==> config.mk <==
export PLATFORM = sky130hd
export DESIGN_NAME = memory_access
export DESIGN_NICKNAME = d
export VERILOG_FILES = /design/src/rtl/memory_access_pkg.sv /design/src/rtl/memory_access_mem_align.sv /design/src/rtl/memory_access.sv
export SDC_FILE = /design/constraint.sdc
export NUM_CORES = 1
export LEC_CHECK = 0
export CAP_MARGIN = 30
export CORE_MARGIN = 3
export CORE_UTILIZATION = 50
export CTS_CLUSTER_DIAMETER = 30
export DETAILED_ROUTE_END_ITERATION = 10
export DONT_BUFFER_PORTS = 1
export PLACE_DENSITY = 0.71
export SYNTH_ARGS = -nofsm -noshare
export SYNTH_HDL_FRONTEND = slang
export SYNTH_SLANG_ARGS = --single-unit
==> constraint.sdc <==
create_clock -name clk_i -period 3.1 [get_ports clk_i]
set_clock_uncertainty 0.15 [all_clocks]
set_input_delay 0.775 -clock clk_i [delete_from_list [all_inputs] [get_ports clk_i]]
set_output_delay 0.775 -clock clk_i [all_outputs]
set_load 0.03 [all_outputs]
==> src/rtl/memory_access_pkg.sv <==
// Shared encodings for the memory-stage data access unit.
package memory_access_pkg;
  localparam int XLEN = 32;

  localparam logic [2:0] F3_B  = 3'b000;
  localparam logic [2:0] F3_H  = 3'b001;
  localparam logic [2:0] F3_W  = 3'b010;
  localparam logic [2:0] F3_BU = 3'b100;
  localparam logic [2:0] F3_HU = 3'b101;

  typedef enum logic [1:0] {S_IDLE, S_REQ, S_WAIT, S_DONE} state_e;
endpackage

==> src/rtl/memory_access_mem_align.sv <==
// Byte-lane steering for stores, load extension and access legality checks.
module mem_align
  import memory_access_pkg::*;
(
  input  logic            is_load,
  input  logic            is_store,
  input  logic [2:0]      size,
  input  logic [XLEN-1:0] addr,
  input  logic [XLEN-1:0] store_data,
  input  logic [XLEN-1:0] rdata,
  output logic [XLEN-1:0] wdata,
  output logic [3:0]      wstrb,
  output logic [XLEN-1:0] load_data,
  output logic            misaligned,
  output logic            illegal
);
  logic [1:0]      lane;
  logic [XLEN-1:0] lane_data;

  always_comb begin
    lane      = addr[1:0];
    lane_data = rdata >> {lane, 3'b000};

    unique case (size)
      F3_B:    load_data = {{24{lane_data[7]}}, lane_data[7:0]};
      F3_BU:   load_data = {24'd0, lane_data[7:0]};
      F3_H:    load_data = {{16{lane_data[15]}}, lane_data[15:0]};
      F3_HU:   load_data = {16'd0, lane_data[15:0]};
      F3_W:    load_data = rdata;
      default: load_data = '0;
    endcase

    // Replicating the narrow datum lets the strobes alone pick the lane.
    unique case (size[1:0])
      2'b00:   wdata = {4{store_data[7:0]}};
      2'b01:   wdata = {2{store_data[15:0]}};
      default: wdata = store_data;
    endcase

    wstrb = 4'b0000;
    if (is_store) begin
      unique case (size)
        F3_B:    wstrb = 4'b0001 << lane;
        F3_H:    wstrb = 4'b0011 << lane;
        F3_W:    wstrb = 4'b1111;
        default: wstrb = 4'b0000;
      endcase
    end

    illegal = 1'b0;
    if (is_load)
      illegal = !(size inside {F3_B, F3_H, F3_W, F3_BU, F3_HU});
    else if (is_store)
      illegal = !(size inside {F3_B, F3_H, F3_W});

    misaligned = (is_load | is_store) &
                 (((size[1:0] == 2'b01) & addr[0]) |
                  ((size[1:0] == 2'b10) & (addr[1:0] != 2'b00)));
  end
endmodule

==> src/rtl/memory_access.sv <==
// Memory-stage data access FSM: issues req/gnt/rvalid bus transactions and
// presents the result to writeback through memory_ready_o / M_valM_o.
module memory_access #(
  parameter int XLEN    = 32,
  parameter int TIMEOUT = 255
) (
  input  logic            clk_i,
  input  logic            rst_n,
  input  logic            execute_vaild_i,
  input  logic            write_back_allow_in_i,
  input  logic            ED_mem_read_i,
  input  logic            ED_mem_write_i,
  input  logic [2:0]      ED_mem_size_i,
  input  logic [XLEN-1:0] ED_valE_i,
  input  logic [XLEN-1:0] ED_store_data_i,
  input  logic            dmem_gnt_i,
  input  logic            dmem_rvalid_i,
  input  logic            dmem_err_i,
  input  logic [XLEN-1:0] dmem_rdata_i,
  output logic            dmem_req_o,
  output logic            dmem_we_o,
  output logic [XLEN-1:0] dmem_addr_o,
  output logic [XLEN-1:0] dmem_wdata_o,
  output logic [3:0]      dmem_wstrb_o,
  output logic [XLEN-1:0] M_valM_o,
  output logic            memory_ready_o,
  output logic            memory_allow_in_o,
  output logic            mem_fault_o
);
  import memory_access_pkg::*;

  localparam int CW = (TIMEOUT > 1) ? $clog2(TIMEOUT) : 1;

  state_e          state;
  logic [XLEN-1:0] data_q;
  logic            fault_q;
  logic [CW-1:0]   cnt;

  logic            is_load, is_store, acc, bad, go;
  logic            misaligned, illegal;
  logic [XLEN-1:0] load_data;

  assign is_load  = ED_mem_read_i;
  assign is_store = ED_mem_write_i & ~ED_mem_read_i;
  assign acc      = execute_vaild_i & (ED_mem_read_i | ED_mem_write_i);
  assign bad      = misaligned | illegal;
  // Gating with rst_n keeps the stage reporting ready while held in reset.
  assign go       = rst_n & acc & ~bad;

  mem_align u_align (
    .is_load    (is_load),
    .is_store   (is_store),
    .size       (ED_mem_size_i),
    .addr       (ED_valE_i),
    .store_data (ED_store_data_i),
    .rdata      (dmem_rdata_i),
    .wdata      (dmem_wdata_o),
    .wstrb      (dmem_wstrb_o),
    .load_data  (load_data),
    .misaligned (misaligned),
    .illegal    (illegal)
  );

  always_ff @(posedge clk_i or negedge rst_n) begin
    if (!rst_n) begin
      state   <= S_IDLE;
      data_q  <= '0;
      fault_q <= 1'b0;
      cnt     <= '0;
    end else begin
      unique case (state)
        S_IDLE: if (go) begin
          state <= dmem_gnt_i ? S_WAIT : S_REQ;
          cnt   <= '0;
        end
        S_REQ: if (dmem_gnt_i) begin
          state <= S_WAIT;
          cnt   <= '0;
        end
        S_WAIT: begin
          if (dmem_rvalid_i) begin
            data_q  <= is_store ? '0 : load_data;
            fault_q <= dmem_err_i;
            state   <= S_DONE;
          end else if (TIMEOUT > 0 && cnt == CW'(TIMEOUT - 1)) begin
            data_q  <= '0;
            fault_q <= 1'b1;
            state   <= S_DONE;
          end else begin
            cnt <= cnt + 1'b1;
          end
        end
        S_DONE: if (write_back_allow_in_i) state <= S_IDLE;
        default: state <= S_IDLE;
      endcase
    end
  end

  assign dmem_req_o        = rst_n & (((state == S_IDLE) & go) | (state == S_REQ));
  assign dmem_we_o         = dmem_req_o & is_store;
  assign dmem_addr_o       = {ED_valE_i[XLEN-1:2], 2'b00};
  assign memory_ready_o    = ((state == S_IDLE) & ~go) | (state == S_DONE);
  assign memory_allow_in_o = memory_ready_o & write_back_allow_in_i;
  assign M_valM_o          = (state == S_DONE) ? data_q : '0;
  assign mem_fault_o       = (state == S_DONE) ? fault_q
                           : ((state == S_IDLE) & rst_n & acc & bad);
endmodule
==> flow_summary.yaml <==
clocking:
  numCtsBuffers: 5
  cts.sinks: 43
  clkLatencyLatePin_ps: 290
  clk_pin_slew_ps: 80
  post-cts-setup-buffers: 0
  htreeDepth: 2
  tritoncts: "yes"
  root_buffer: "clkbuf_8"
  cts_max_path_buffers: 2
worst_setup_path:
  path_max_fanout: 4
  end_kind: "primary output"
  cp_num_buf_inv: 0
  worstReg2RegEnd: "cnt[1]"
  rrSetupSlack_ps: 670
  crit_path_top_delay_cell: "o31a_1"
  worstSetupPathType: "primary input to primary output"
  r2r-start: "state[1]"
  crit_end: "memory_allow_in_o"
  path_depth: 5
  cp_top_family: "simple AND/OR/NAND/NOR gates"
  rr_worst_depth: 7
  cpPeakStageDelay_ps: 350
  worstPathRequired_ps: 2170
  crit_path_start: "ED_mem_read_i"
  path_cells: "or2_2, o211a_4, o31a_1, or2_4, and2_4"
  arrival_ps: 2050
  critPathLaunchType: "primary input"
logic_synthesis:
  yosysWarnings: 0
  synthArstFlopShare_pct: 100.0
  syn_area_mm2: 0.003501
  syn_inst: 392
  synth-main-ff-cell: "dfrtp_1"
  synth_top_area_share_pct: 30.74
  synth_edf_count: 0
  yosysSeqAreaShare_pct: 30.74
  synth_cell_type_count: 49
  synth_seq_cells: 43
  yosys.area.top_type: "dfrtp_1"
  avgSynthCellArea_um2: 8.931
  synth_area_leaders: "dfrtp_1 31%, buf_4 8.8%, and2_1 6.1%"
sta:
  max_freq_mhz: 335.6
  report.final.slew_viol_count: 0
  tns_ps: 0
  hold_violations: 0
  min_period_ps: 2980
  period_share_pct: 96.12
  finalSetupViolCount: 0
  worst_pin_slew_ps: 545.3
  slew_headroom_pct: 63.65
  grt_setup_unrepaired: "no"
floorplanning:
  pin_count: 213
  core-area_mm2: 0.006568
  initial_utilization_pct: 53.31
  rows: 29
  die_x_um: 89.68
  dieArea_mm2: 0.008042
  die_h_um: 89.68
placement:
  gp_congestion: 0.8655
  numPortBuffers: 0
  dp_hpwl_um: 7987
layout:
  diodes: 0
  drive_gt1_share_pct: 18.73
  fin_nets: 476
  layout_common_cells: "43 x dfrtp_1, 34 x nand2_1, 33 x and2_1, 32 x o21ai_0, 28 x buf_4"
  fillers: 618
  area_growth_pct: 1.001
  layout.cells.most_common: "dfrtp_1"
route:
  vias: 2877
  drtIter0Drc: 222
  drc: 0
  vias_per_cell: 6.309
  wirelength_um: 10530
  final_antenna_net_count: 0
  dr.pass1.iters: 5
  avgRoutedWirePerCell_um: 23.09
grt:
  grt_pass1_wl_um: 15210
  grt_pass1_vias: 2817
  grtUsageTotal_pct: 24.90
  antenna_found_initial: 0
  grt_max_degree: 47
  grt_overflow: 0
pwr:
  powerDensity_mw_per_mm2: 690.0
  leakage_nw: 1.583
  ir_drop_mv: 0.4932
  total_power_mw: 2.440
run_status:
  status: "finished, final reports clean"
run:
  cap_violations: 0
min_path:
  hold_class: "primary input to async pin"
-- report_power, final --
part | leakage, nW | switching, mW | total [mW] | internal [mW]
clock network | 0.0422 | 0.191 | 0.349 | 0.158
logic | 0.964 | 0.738 | 1.20 | 0.463
registers | 0.576 | 0.118 | 0.890 | 0.771
total | 1.58 | 1.05 | 2.44 | 1.39
-- metal layers --
layer / global-route usage [%] / share of wire [%] / vias to the layer above
li1: - / - / 1312
met1: 31.39 / 40 / 1368
met2: 38.63 / 45 / 165
met3: 9.489 / 12 / 32
met4: 9.337 / 3.4 / 0
met5: 0 / 0 / -
-- timing repair --
| action | 4_1_cts | 5_1_grt |
|---|---|---|
| setup endpoints to repair | 0 | 22 |
| endpoints found under the hold margin | 0 | 29 |
| gates resized for setup | 0 | 2 |
| hold buffers | 0 | 2 |
-- cell usage after synthesis, drive strengths merged, types with 2 or more instances --
cell type and count:
nand3 4, and2 34, buf 48, nor2b 5, a31oi 11, a2111oi 2
or2 4, a21o 2, a22o 14, dfrtp 43, a211oi 2, mux2i 14
o211a 2, nand2b 8, a22oi 14, o21ai 35, a221o 17, mux2 17
ha 6, clkbuf 20, a21oi 9, and3 5, nor3 2, nor2 5
inv 14, nand2 34, o2bb2ai 8
-- state kept, by name, summed over array words and instances, names as in the netlist --
| signal | cells |
|---|---|
| fault_q | 1 |
| data_q | 32 |
| state | 2 |
| cnt | 8 |
-- how the worst min path moves through the flow --
stage                 end  slack [ps]  cells after the start
2_1_floorplan   data_q[0]         290                      2
3_3_place_gp    data_q[4]         310                      2
3_5_place_dp    data_q[2]         320                      2
4_1_cts        data_q[30]           8                      0
5_1_grt         data_q[7]          10                      0
6_report        data_q[7]          30                      0
-- per-stage QoR --
stage | cells | area, µm² | setup slack (ps) | hold slack (ps) | util, %
after floorplan | 393 | 3525 | -60.38 | 292.4 | -
after global placement | 446 | 3420 | 126.4 | 310.4 | 52.07
after detailed placement | 446 | 3420 | 118.5 | 317.9 | 52.07
after CTS | 454 | 3501 | 80.96 | 8.285 | 53.31
after global routing | 456 | 3536 | 27.95 | 10.22 | 53.84
final | 456 | 3536 | 120.2 | 26.13 | 53.84
-- cell type report --
class | instances | area, µm² | area share [%]
Inverter | 14 | 52.55 | 1.486
Timing Repair Buffer | 30 | 240.2 | 6.794
Sequential cell | 43 | 1076 | 30.43
Tap cell | 93 | 116.4 | 3.291
Multi-Input combinational cell | 268 | 1969 | 55.70
Clock inverter | 1 | 5.005 | 0.1415
Clock buffer | 7 | 76.32 | 2.159
-- logic make-up after synthesis --
kind of cell,after synthesis,share of synthesized area (%)
mux,31,9.685
buf+inv,82,13.72
other cells,1,0.1071
flops,43,30.74
fa+ha+maj,6,2.144
compound gates,125,27.77
simple gates,104,15.83
No activity file was read; power rests on OpenSTA's default activity.
